$ cat src/rtl/bus_arbiter_rr_n_if.sv
// bus_arbiter_rr_n_if: request/lock/grant bundle between the bus masters and the arbiter
interface bus_arbiter_rr_n_if #(
    parameter int MASTERS     = 4,
    parameter int OWNER_WIDTH = 2
);
    logic [MASTERS-1:0]     request_;
    logic [MASTERS-1:0]     lock_;
    logic                   mode;
    logic [MASTERS-1:0]     grant_;
    logic [OWNER_WIDTH-1:0] owner;
    logic                   preempt;

    modport master (output request_, lock_, mode, input grant_, owner, preempt);
    modport slave  (input request_, lock_, mode, output grant_, owner, preempt);
endinterface

$ cat src/rtl/bus_arbiter_rr_n.sv
// bus_arbiter_rr_n: N-master round-robin/fixed-priority arbiter with tenure preemption and lock
module bus_arbiter_rr_n #(
    parameter int MASTERS      = 4,
    parameter int OWNER_WIDTH  = 2,
    parameter int MAX_TENURE   = 16,
    parameter int TENURE_WIDTH = 5
) (
    input logic               clock,
    input logic               reset,
    bus_arbiter_rr_n_if.slave bus
);
    localparam logic [TENURE_WIDTH-1:0] LIM = TENURE_WIDTH'(MAX_TENURE == 0 ? 0 : MAX_TENURE - 1);

    logic [OWNER_WIDTH-1:0]  owner_q, owner_d, next_owner, idx;
    logic [TENURE_WIDTH-1:0] tenure_q, tenure_d;
    logic [MASTERS-1:0]      grant_q, grant_d, others;
    logic                    preempt_q, preempt_d, owner_req, owner_lock, contended;

    // The owner is masked out, so a search only ever hands the bus to someone else.
    assign others     = ~bus.request_ & ~(MASTERS'(1) << owner_q);
    assign owner_req  = ~bus.request_[owner_q];
    assign owner_lock = ~bus.lock_[owner_q];
    assign contended  = owner_req && |others;

    always_comb begin
        next_owner = owner_q;
        idx = '0;
        if (bus.mode) begin
            for (int i = MASTERS - 1; i >= 0; i--) begin
                idx = OWNER_WIDTH'(i);
                if (others[idx]) next_owner = idx;
            end
        end else begin
            for (int k = MASTERS - 1; k >= 1; k--) begin
                idx = OWNER_WIDTH'((int'(owner_q) + k) % MASTERS);
                if (others[idx]) next_owner = idx;
            end
        end
    end

    always_comb begin
        owner_d   = owner_q;
        tenure_d  = '0;
        preempt_d = 1'b0;
        if (!owner_req)
            owner_d = next_owner;
        else if (owner_lock)
            tenure_d = (!contended || MAX_TENURE == 0) ? '0 : (tenure_q == LIM ? tenure_q : tenure_q + 1'b1);
        else if (contended && MAX_TENURE != 0 && tenure_q == LIM) begin
            owner_d   = next_owner;
            preempt_d = 1'b1;
        end else if (contended)
            tenure_d = tenure_q + 1'b1;
    end

    // Grant is registered from the next owner so it is a clean flop output.
    always_comb grant_d = ~(MASTERS'(1) << owner_d);

    always_ff @(posedge clock) begin
        if (reset) begin
            owner_q   <= '0;
            tenure_q  <= '0;
            preempt_q <= 1'b0;
            grant_q   <= ~MASTERS'(1);
        end else begin
            owner_q   <= owner_d;
            tenure_q  <= tenure_d;
            preempt_q <= preempt_d;
            grant_q   <= grant_d;
        end
    end

    assign bus.owner   = owner_q;
    assign bus.grant_  = grant_q;
    assign bus.preempt = preempt_q;
endmodule

$ cat src/flat_wrapper.sv
// flat-port wrapper written by rule: the top's interface ports become plain ports
module bus_arbiter_rr_n_flat 
#(
    parameter int MASTERS      = 4,
    parameter int OWNER_WIDTH  = 2,
    parameter int MAX_TENURE   = 16,
    parameter int TENURE_WIDTH = 5
)
  (clock, reset, bus_request_, bus_lock_, bus_mode, bus_grant_, bus_owner, bus_preempt);
  bus_arbiter_rr_n_if #(.MASTERS(MASTERS), .OWNER_WIDTH(OWNER_WIDTH)) bus_i ();
  input logic clock;
  input logic reset;
  input wire logic [$bits(bus_i.request_)-1:0] bus_request_;
  input wire logic [$bits(bus_i.lock_)-1:0] bus_lock_;
  input wire logic [$bits(bus_i.mode)-1:0] bus_mode;
  output wire logic [$bits(bus_i.grant_)-1:0] bus_grant_;
  output wire logic [$bits(bus_i.owner)-1:0] bus_owner;
  output wire logic [$bits(bus_i.preempt)-1:0] bus_preempt;
  assign bus_i.request_ = bus_request_;
  assign bus_i.lock_ = bus_lock_;
  assign bus_i.mode = bus_mode;
  assign bus_grant_ = bus_i.grant_;
  assign bus_owner = bus_i.owner;
  assign bus_preempt = bus_i.preempt;
  bus_arbiter_rr_n #(.MASTERS(MASTERS), .OWNER_WIDTH(OWNER_WIDTH), .MAX_TENURE(MAX_TENURE), .TENURE_WIDTH(TENURE_WIDTH)) u_core (.clock(clock), .reset(reset), .bus(bus_i));
endmodule
$ cat config.mk
export PLATFORM = sky130hd
export DESIGN_NAME = bus_arbiter_rr_n_flat
export DESIGN_NICKNAME = d
export VERILOG_FILES = /design/src/rtl/bus_arbiter_rr_n_if.sv /design/src/rtl/bus_arbiter_rr_n.sv /design/src/flat_wrapper.sv
export SDC_FILE = /design/constraint.sdc
export NUM_CORES = 1
export LEC_CHECK = 0
export ABC_AREA = 0
export ABC_CLOCK_PERIOD_IN_PS = 7200
export BUFFER_PORTS_ARGS = -buffer_cell sky130_fd_sc_hd__clkbuf_2
export CAP_MARGIN = 20
export CORE_MARGIN = 10
export CORE_UTILIZATION = 35
export CTS_CLUSTER_SIZE = 25
export DETAILED_ROUTE_END_ITERATION = 8
export PLACE_DENSITY_LB_ADDON = 0.15
export SLEW_MARGIN = 10
export SYNTH_ARGS = -nofsm -noshare
export SYNTH_HDL_FRONTEND = slang
export SYNTH_SLANG_ARGS = --single-unit
$ cat constraint.sdc
create_clock -name clock -period 7.2 [get_ports clock]
set_input_delay 0.36 -clock clock [delete_from_list [all_inputs] [get_ports clock]]
set_output_delay 0.36 -clock clock [all_outputs]
set_load 0.02 [all_outputs]
Word level (Yosys, flattened, before mapping):

Index checks and enable logic that the tools add are counted.

* ROM bits: 0
* latch bits: 0
* register bits after elaboration: 12
* memories: 0
* word-level logic and storage cells: 54
* output and inout bits: 7
* RAM bits: 0
* input bits: 11

* equality and inequality tests: 2
* shift-type cells: 2
* $lt $le $gt $ge: 4
* add/subtract/negate cells: 4
* mux-type cells: 27
* divide/modulo/power cells: 0
* $mul: 0
* reductions and logical operators: 5
* bitwise operators: 6

Operators by type and width (count)
* $mux W5: 5
* $mux W2: 11
* $lt A2 B3 Y1 const B: 4
* $not A4 Y4: 3
* $bmux W1 S2: 5
* $shl A1 B2 Y4 const A: 2
* $mux W1: 6
* $add A5 B1 Y5 const B: 1
* $eq A5 B4 Y1 const B: 1
* $add A2 B2 Y2 const B: 2
* $and A4 B4 Y4: 1
* $reduce_or A4 Y1: 1
* $ne A3 B3 Y1 const B: 1
* $reduce_or A3 Y1: 1
* $add A2 B1 Y2 const B: 1
* $logic_and A1 B1 Y1: 2
* $not A1 Y1: 2
* $reduce_or A2 Y1: 1

Depth between registers and ports, before layout:

Gate-level depths: netlist (run 1).

* depth in word-level cells: 14
* depth in mapped cells: 8
* gate-level depth less buffers: 7

Worst setup path after synthesis (run 1):

Ideal clock, no wire load.

* path kind: register -> register
* start: register u_core.owner_q[0] (netlist: u_core.bus.owner[0])
* end: register u_core.grant_q[1] (netlist: u_core.bus.grant_[1])
* stages on the path, launching flop included: 9
* period minus slack after synthesis: 2.556 ns
* setup time: 0.120 ns
* required time: 7.080 ns
* slack: 4.644 ns
* data arrival time: 2.436 ns
* path buffers: 1
* cell sequence: dfxtp_1 > buf_4 > inv_1 > ha_1 > or2_0 > mux4_2 > a211oi_1 > o22ai_1 > a211o_1

* longest elaborated chain between the ends: 14
* elaborated cells on any way between the ends: 33
* those cells by class: add/sub (3); shift (2); mux (21); bitwise (4); reduce/logical (3)

RTL lines
* start, declared: line bus_arbiter_rr_n.sv:14 `logic [OWNER_WIDTH-1:0] owner_q, owner_d, next_owner, idx;`
* start signal, assigned: line bus_arbiter_rr_n.sv:66 `owner_q <= owner_d;`
* branches (longest 11 deep; another with $add A2 B2 Y2)
* $mux W2 (*): line bus_arbiter_rr_n.sv:45 `if (!owner_req)`
* $shl A1 B2 Y4 (*): line bus_arbiter_rr_n.sv:57 `always_comb grant_d = ~(MASTERS'(1) << owner_d);`
* $not A4 Y4 (*): line bus_arbiter_rr_n.sv:57
* end signal, assigned: line bus_arbiter_rr_n.sv:64 `grant_q <= ~MASTERS'(1);`
* end signal, assigned: line bus_arbiter_rr_n.sv:69 `grant_q <= grant_d;`
* end, declared: line bus_arbiter_rr_n.sv:16 `logic [MASTERS-1:0] grant_q, grant_d, others;`

Mark *: on every way between the ends. The select of a mux whose other input is x is not followed.
A chain may end at the register's enable or synchronous reset.

Worst setup path after layout (run 1):

* start: register u_core.owner_q[0] (netlist: u_core.bus.owner[0])
* end: register u_core.grant_q[3] (netlist: u_core.bus.grant_[3])

Same word-level chain as after synthesis.

==> qor.txt, run 1 <==
status: complete, no violations
WL met1: 955 um
Pwr Total: 0.2533 mW
Post-CTS Repair Setup Buffers: 0
DR top layer: met4
register area share after synthesis: 28.19%
CTS Hold Bufs: 0
Worst Hold Slack: 338.0 ps
Post-CTS Resized: 0
Area Growth Syn to Fin: 17.03%
Max Cap Viol: 0
Static Leakage: 0.3897 nW
worst endpoint required time: 7360 ps
Global Route Usage Sum: 8.791%
drt first-iter violations: 27
setup violators final: 0
# DRC: 0
Max Slew Vio Count: 0
CTS buffer count: 3
Final Cycle Share: 38.03%
DIE AREA: 4808 um2
Slew @ Worst Pin: 584.8 ps
WL final: 2082 um
Layout Utilization: 43.82%
main flop type after synthesis: dfxtp_1
Clock Tree Buf Depth: 2
Yosys cell types: 39
DR WL met2: 1024 um
Synth warnings: 0
Fin Setup TNS: 0 ps
CP Class: flip-flop to flip-flop
clock-pin slew on the worst setup and hold paths: 70 ps
Critical Path Source: u_core.bus.owner[0]
DR pass1 iterations: 4
Post-synth EDFFs: 0
FP Rows: 17
DP HPWL: 1634 um
clock sink count: 12
pwr dens: 254.0 nW/um2
share of cells above drive strength 1: 26.85%
CTS H-tree depth: 1
Vias per Instance: 5.787
Worst-Skew Late Latency: 270 ps
pin count of the biggest net entering global routing: 17
Ant. Diodes: 0
Worst Setup Start Kind: flip-flop
RSZ-0062 raised after global routing: no
Mapped Avg Cell Area: 9.574 um2
Critical-path top delay cell: dfxtp_1
CP Cell Sequence: inv_1 -> ha_1 -> or2_0 -> mux4_2 -> a211oi_1 -> o22ai_1 -> a211o_1
vias in the first global route: 858
antenna viol nets, final: 0
fin crit period: 2738 ps
Max VDD drop: 0.1322 mV
Mapped Cells: 89
core area: 2276 um2
Final Non-Filler Cells: 136
relative slew slack: 60.96%
Post-DP Area: 960.9 um2
Worst Hold Class: primary input to flip-flop
# IOs: 18
Die X-Extent: 69.34 um
routed wl met3: 88 um
CTS Root Cell: clkbuf_4
global-route wire length before repair: 3705 um
max frequency: 365.2 MHz
Critical Path Fanout Max: 16
worst setup margin: 4462 ps
initial antenna violation count: 0
Mapped Area: 852.1 um2
reg2reg start: u_core.bus.owner[0]
GP Congestion: 0.9006
Fin Clk Skew: 2.006 ps
initial core utilization: 37.44%
IO Port Bufs: 17
final hold vios: 0
Final nets: 126
syn nets: 106
Worst Setup End Kind: flip-flop
Cell Count Post-Placement: 132
Avg WL per Cell: 15.31 um
CTS tree: yes
DR vias: 787
WP data arrival: 2900 ps
Die Height: 69.34 um
fill count: 228
Place WS: 4461 ps
FF+latch count, synth: 12
Final Instance Area: 997.2 um2
Congestion Overflow GR: 0
slowest stage delay, CP: 690 ps
hold_sp: reset
async set or reset register ratio after synthesis: 0%
[layer usage]
layer | GRT usage, % | up-vias
met5 | 0 | -
met4 | 1.774 | 0
met3 | 3.424 | 2
met2 | 14.92 | 18
met1 | 10.10 | 384
li1 | - | 383
[layout by cell type, fill, tap and decap left out, drive strengths merged, types with 2 or more instances in the layout]
master / synthesis / layout
a21oi: 7 / 7
or2: 4 / 4
a211o: 3 / 3
o22ai: 2 / 2
a211oi: 2 / 2
mux4: 4 / 4
nor2: 12 / 12
a22oi: 2 / 2
o22a: 3 / 3
inv: 4 / 4
nor3: 2 / 2
dfxtp: 12 / 12
clkbuf: 1 / 21
o21ai: 4 / 4
ha: 6 / 6
[registers in the layout, summed over array words and instances, names as in the netlist]
| register | count |
|---|---|
| u_core.tenure_q | 5 |
| u_core.bus.grant_ | 4 |
| u_core.bus.owner | 2 |
| u_core.bus.preempt | 1 |
[logic make-up (layout without fill, tap and decap cells)]
kind of cell	count (synthesis)	in the layout	share of synthesized area, %
DFF	12	12	28.19
and+or+nand+nor	28	28	17.48
muxes	5	5	12.19
buffers and inverters	6	25	3.083
adders and majority gates	6	6	8.810
AOI/OAI and AO/OA	32	32	30.25
[power by group]
part / leakage (nW) / internal, mW / switching [mW] / total [mW]
Clock: 0.0210 / 0.0307 / 0.0223 / 0.0530
Sequential: 0.0979 / 0.0749 / 0.0120 / 0.0870
Combinational: 0.271 / 0.0488 / 0.0645 / 0.113
[critical path, delay by kind of cell, from the launching register on]
| kind | cells | cell delay, ps |
|---|---|---|
| buffers and inverters | 1 | 170 |
| and+or+nand+nor | 1 | 260 |
| muxes | 1 | 500 |
| DFF | 1 | 690 |
| adders and majority gates | 1 | 290 |
| AOI/OAI and AO/OA | 3 | 720 |
[final timing paths]
| check | slack, ps | depth (start not counted) | endpoint |
|---|---|---|---|
| hold reg to reg | 490 | 2 | u_core.tenure_q[4] |
| setup / recovery | 4460 | 7 | u_core.bus.grant_[3] |
| setup reg to reg | 4460 | 7 | u_core.bus.grant_[3] |
| hold / removal | 340 | 2 | u_core.bus.owner[0] |
[cell type report]
type	count	area [um2]	area share, %
multi-input combinational	71	585.6	58.72
clock buffer	4	36.28	3.639
tap	28	35.03	3.513
inverter	4	15.01	1.506
sequential	12	240.2	24.09
timing repair buffer	17	85.08	8.532
[cells in the mapped netlist (2+ instances only)]
cell type,n,share of area [%]
a21oi_1,7,4.1
a211o_1,3,3.1
or2_2,2,1.5
o22a_1,3,3.1
a211oi_1,2,1.8
nor2_1,12,5.3
a22oi_1,2,1.8
or2_0,2,1.5
o21ai_1,3,1.8
ha_1,6,8.8
inv_1,4,1.8
o22ai_1,2,1.5
nor3_1,2,1.2
dfxtp_1,12,28
mux4_2,3,7.9
No activity file was read; power rests on OpenSTA's default activity.
==> run 2: changes to the inputs <==
--- a/config.mk
+++ b/config.mk
@@ -6,7 +6,7 @@
 export NUM_CORES = 1
 export LEC_CHECK = 0
 export ABC_AREA = 0
-export ABC_CLOCK_PERIOD_IN_PS = 7200
+export ABC_CLOCK_PERIOD_IN_PS = 2530
 export BUFFER_PORTS_ARGS = -buffer_cell sky130_fd_sc_hd__clkbuf_2
 export CAP_MARGIN = 20
 export CORE_MARGIN = 10
==> constraint.sdc (replaced) <==
create_clock -name clock -period 2.53 [get_ports clock]
set_input_delay 0.1265 -clock clock [delete_from_list [all_inputs] [get_ports clock]]
set_output_delay 0.1265 -clock clock [all_outputs]
set_load 0.02 [all_outputs]
==> qor.txt, run 2 (synthesized netlist as in run 1, its figures left out) <==
status: complete, no violations
max FFs per register: 5 (unchanged)
fin crit period: 2287 ps (-451.1 ps)
Final Cycle Share: 90.40% (+52 points)
GP Congestion: 0.9335 (+3.7%)
FP Rows: 17 (unchanged)
max frequency: 437.2 MHz (+20%)
Slew @ Worst Pin: 416.5 ps (-168.3 ps)
Max VDD drop: 0.3964 mV (+200%)
DR pass1 iterations: 4 (unchanged)
Worst Setup Start Kind: flip-flop
DIE AREA: 4808 um2 (unchanged)
WL final: 2151 um (+3.3%)
WP data arrival: 2460 ps (-440 ps)
IO Port Bufs: 17 (unchanged)
Post-CTS Repair Setup Buffers: 0 (unchanged)
pwr dens: 727.0 nW/um2 (+190%)
Max Cap Viol: 0 (unchanged)
Die X-Extent: 69.34 um (unchanged)
CTS H-tree depth: 1 (unchanged)
DP HPWL: 1695 um (+3.7%)
Post-CTS Resized: 0 (unchanged)
Static Leakage: 0.4002 nW (+2.7%)
Avg WL per Cell: 15.59 um (+1.8%)
most common cell after layout, fill and taps aside: clkbuf_2
Worst-Skew Late Latency: 280 ps (about the same)
Max Slew Vio Count: 0 (unchanged)
slowest stage delay, CP: 510 ps (-180 ps)
most frequent cells in the layout: 17 x clkbuf_2, 12 x nor2_1, 11 x dfxtp_1
Global Route Usage Sum: 8.649% (-0.14 points)
CP Cell Sequence: ha_1 -> or2_0 -> mux4_2 -> a211oi_1 -> o22ai_1 -> a211o_1
vias in the first global route: 814 (-5.1%)
worst endpoint required time: 2700 ps (-4660 ps)
setup violators final: 0 (unchanged)
Clock Tree Buf Depth: 2 (unchanged)
CTS Root Cell: clkbuf_4
final hold vios: 0 (unchanged)
initial core utilization: 37.44% (unchanged)
Fin Clk Skew: 4.105 ps (+2.099 ps)
core area: 2276 um2 (unchanged)
Ant. Diodes: 0 (unchanged)
Worst Hold Slack: 88.73 ps (-249.3 ps)
Reg with most FFs: u_core.tenure_q
Vias per Instance: 6.029 (+4.2%)
CTS Hold Bufs: 0 (unchanged)
Critical Path Fanout Max: 9 (-7)
Worst Hold Class: primary input to flip-flop
RSZ-0062 raised after global routing: no
share of cells above drive strength 1: 29.09% (+2.2 points)
initial antenna violation count: 0 (unchanged)
clock sink count: 12 (unchanged)
CP Class: flip-flop to flip-flop
clock-pin slew on the worst setup and hold paths: 80 ps (about the same)
Congestion Overflow GR: 0 (unchanged)
Die Height: 69.34 um (unchanged)
CTS buffer count: 3 (unchanged)
global-route wire length before repair: 3574 um (-3.5%)
DR vias: 832 (+5.7%)
antenna viol nets, final: 0 (unchanged)
relative slew slack: 72.23% (+11 points)
CTS tree: yes
Pwr Total: 0.7368 mW (+190%)
Area Growth Syn to Fin: 18.94%
# IOs: 18 (unchanged)
Critical-path top delay cell: mux4_2
Fin Setup TNS: 0 ps (unchanged)
Worst Setup End Kind: flip-flop
Final nets: 128 (+1.6%)
Layout Utilization: 44.53% (+0.71 points)
drt first-iter violations: 26 (-3.7%)
# DRC: 0 (unchanged)
pin count of the biggest net entering global routing: 15 (-2)
## run 2: cell count changes in the layout (fill, tap and decap cells not counted), sizes merged
cell | previous run | this run
buf | 0 | 2
## run 2: power by group
part | internal, mW | switching [mW] | leakage (nW)
Clock | 0.0875 | 0.0670 | 0.0210
Sequential | 0.214 | 0.0181 | 0.0983
Combinational | 0.147 | 0.203 | 0.281
Total | 0.448 | 0.288 | 0.400
## run 2: final cells by class
class                      count  area [um2]
sequential                    12       241.5
inverter                       4       15.01
timing repair buffer          19       100.1
fill                         222        1262
clock buffer                   4       36.28
tap                           28       35.03
multi-input combinational     71       585.6
## run 2: path summary, 6_finish.rpt
path	start	end	slack, ps	cells after the start
max	u_core.bus.owner[1]	u_core.bus.grant_[1]	240	6
min reg2reg	u_core.tenure_q[4]	u_core.tenure_q[4]	490	2
min	reset	u_core.bus.owner[0]	90	2
max reg2reg	u_core.bus.owner[1]	u_core.bus.grant_[1]	240	6
## run 2: through the flow
step                setup WS, ps  instance area, um2  instances
finish                     242.8                1013        138
global route               93.41                1013        138
CTS                        229.2                1013        138
detailed placement         241.9               977.2        134
global placement           291.2               977.2        134
floorplan                  124.3               853.3         89
## run 2: worst max-delay path, delay by kind of cell, from the launching register on
kind            cells  cell delay, ps
flops               1             420
mux                 1             510
fa+ha+maj           1             290
simple gates        1             250
compound gates      3             720
## run 2: layer usage
| layer | GRT usage (%) | wire length (um) | up-vias |
|---|---|---|---|
| met1 | 9.230 | 892 | 397 |
| met3 | 3.994 | 165 | 6 |
| met4 | 2.661 | 34 | 0 |
| met5 | 0 | 0 | - |
| met2 | 14.72 | 1058 | 37 |
| li1 | - | - | 392 |
==> run 3: changes to the inputs <==
--- a/config.mk
+++ b/config.mk
@@ -5,7 +5,7 @@
 export SDC_FILE = /design/constraint.sdc
 export NUM_CORES = 1
 export LEC_CHECK = 0
-export ABC_AREA = 0
+export ABC_AREA = 1
 export ABC_CLOCK_PERIOD_IN_PS = 2530
 export BUFFER_PORTS_ARGS = -buffer_cell sky130_fd_sc_hd__clkbuf_2
 export CAP_MARGIN = 20
==> qor.txt, run 3 <==
Post-DP Area: 977.2 um2 (unchanged)
most common cell after layout, fill and taps aside: nand2_1
# DRC: 0 (unchanged)
most frequent cells in the layout: 41 x nand2_1, 22 x inv_1, 17 x clkbuf_2
Slew @ Worst Pin: 348.3 ps (-68.15 ps)
Cell Count Post-Placement: 184 (+37%)
max frequency: 517.8 MHz (+18%)
async set or reset register ratio after synthesis: 0% (unchanged)
worst endpoint required time: 2700 ps (about the same)
antenna viol nets, final: 0 (unchanged)
IO Port Bufs: 17 (unchanged)
Vias per Instance: 4.782 (-21%)
FP Rows: 18 (+1)
top cells by count, synth: 41 x nand2_1, 22 x inv_1, 14 x nand3_1
Mapped Cells: 138 (+55%)
RSZ-0062 raised after global routing: no
CTS buffer count: 3 (unchanged)
syn nets: 155 (+46%)
setup violators final: 0 (unchanged)
initial antenna violation count: 0 (unchanged)
R2R setup slack: 600 ps (+360 ps)
Worst Setup End Kind: flip-flop
Final nets: 176 (+38%)
max FFs per register: 5 (unchanged)
CTS Hold Bufs: 0 (unchanged)
Yosys top cell by area: dfxtp_1
CTS Root Cell: clkbuf_4
main flop type after synthesis: dfxtp_1
Max Cap Viol: 0 (unchanged)
core area: 2432 um2 (+6.9%)
Ant. Diodes: 0 (unchanged)
relative slew slack: 76.75% (+4.5 points)
Congestion Overflow GR: 0 (unchanged)
Global Route Usage Sum: 8.526% (-0.12 points)
Die Height: 69.95 um (+0.88%)
fin crit period: 1931 ps (-355.9 ps)
Final Instance Area: 1013 um2 (unchanged)
worst setup margin: 598.7 ps (+355.9 ps)
Worst Setup Start Kind: flip-flop
Final Cycle Share: 76.34% (-14 points)
status: complete, no violations
drt first-iter violations: 27 (+3.8%)
CTS tree: yes
CP Class: flip-flop to flip-flop
Die X-Extent: 69.95 um (+0.88%)
pin count of the biggest net entering global routing: 14 (-1)
register area share after synthesis: 27.51% (-0.69 points)
Fin Clk Skew: 6.396 ps (+2.291 ps)
top cell type's share of synthesized area: 27.51% (-0.69 points)
top post-synthesis cells by area: dfxtp_1 28%, nand2_1 18%, inv_1 9.5%
Reg with most FFs: u_core.tenure_q
Worst Hold Slack: 47.66 ps (-41.08 ps)
Max Slew Vio Count: 0 (unchanged)
DP HPWL: 1690 um (-0.27%)
FF+latch count, synth: 12 (unchanged)
clock sink count: 12 (unchanged)
Critical Path Fanout Max: 13 (+4)
Clock Tree Buf Depth: 2 (unchanged)
Worst Hold Class: primary input to flip-flop
Fin Setup TNS: 0 ps (unchanged)
DR vias: 899 (+8.1%)
WL met1: 924 um (+3.6%)
vias in the first global route: 833 (+2.3%)
Synth warnings: 0 (unchanged)
Mapped Avg Cell Area: 6.329 um2 (-34%)
Pwr Total: 1.132 mW (+54%)
Max VDD drop: 0.4620 mV (+17%)
Post-synth EDFFs: 0 (unchanged)
CTS H-tree depth: 1 (unchanged)
final hold vios: 0 (unchanged)
WP data arrival: 2100 ps (-360 ps)
global-route wire length before repair: 3525 um (-1.4%)
Static Leakage: 0.5330 nW (+33%)
Layout Utilization: 41.67% (-2.9 points)
Avg WL per Cell: 10.71 um (-31%)
Worst-Skew Late Latency: 270 ps (about the same)
DR WL met2: 1028 um (-2.8%)
Post-CTS Repair Setup Buffers: 0 (unchanged)
clock-pin slew on the worst setup and hold paths: 70 ps (about the same)
Area Growth Syn to Fin: 16.05%
Place WS: 611.7 ps (+369.8 ps)
DIE AREA: 4893 um2 (+1.8%)
GP Congestion: 0.8149 (-13%)
Post-CTS Resized: 0 (unchanged)
# IOs: 18 (unchanged)
pwr dens: 1117 nW/um2 (+54%)
Yosys cell types: 20 (-49%)
initial core utilization: 35.91% (-1.5 points)
DR top layer: met4
WL final: 2014 um (-6.4%)
share of cells above drive strength 1: 22.78% (-6.3 points)
Mapped Area: 873.3 um2 (+2.5%)
most numerous cell in the Yosys netlist: nand2_1
DR pass1 iterations: 4 (unchanged)
routed wl met3: 32 um (-81%)
Final Non-Filler Cells: 188 (+36%)
run 3: cell count changes in the layout (fill, tap and decap cells not counted), moves of 3 or more:
cell,delta
a211o_1,-3
inv_1,+18
inv_2,+4
mux4_2,-3
nand2_1,+41
nand2_2,+3
nand3_1,+13
nand4_1,+3
nor2_1,-4
nor2_2,+3
o22a_1,-3
run 3: final timing paths:
path | start | endpoint | cells after the start
hold reg to reg | u_core.tenure_q[4] | u_core.tenure_q[4] | 2
hold / removal | reset | u_core.bus.preempt | 2
setup reg to reg | u_core.bus.owner[0] | u_core.bus.grant_[0] | 15
setup / recovery | u_core.bus.owner[0] | u_core.bus.grant_[0] | 15
run 3: layout make-up:
cell class,instances,area [um2]
tap,30,37.54
sequential,12,240.2
timing repair buffer,18,92.59
inverter,27,101.3
multi-input combinational,97,505.5
clock buffer,4,36.28
fill,288,1419
run 3: critical path, stage by stage, from the launching register on:
cell and delay [ps]:
dfxtp_1 480, buf_4 250, ha_1 160, inv_1 40, nand2_1 110, nand2_1 110, nand2_1 70, nor2_1 40
nor2_1 120, nand2_1 70, nand2_1 50, nand3_1 60, nand2_1 70, nand2_2 70, nand2_2 70, nand2_1 50
run 3: cell families after synthesis:
kind of cell,count (synthesis),share of synthesized area (%)
flops,12,27.51
simple gates,74,37.82
fa+ha+maj,6,8.596
compound gates,17,11.46
buf+inv,29,14.61
run 3: power by group:
| group | leakage [nW] | total (mW) | switching (mW) | internal, mW |
|---|---|---|---|---|
| combinational | 0.414 | 0.690 | 0.457 | 0.234 |
| sequential | 0.0981 | 0.288 | 0.0493 | 0.238 |
| clock | 0.0210 | 0.154 | 0.0664 | 0.0874 |
| total | 0.533 | 1.13 | 0.572 | 0.559 |
run 3: layer usage:
layer | GRT usage, % | up-vias
li1 | - | 479
met1 | 8.968 | 408
met2 | 15.01 | 10
met3 | 1.977 | 2
met4 | 5.044 | 0
met5 | 0 | -
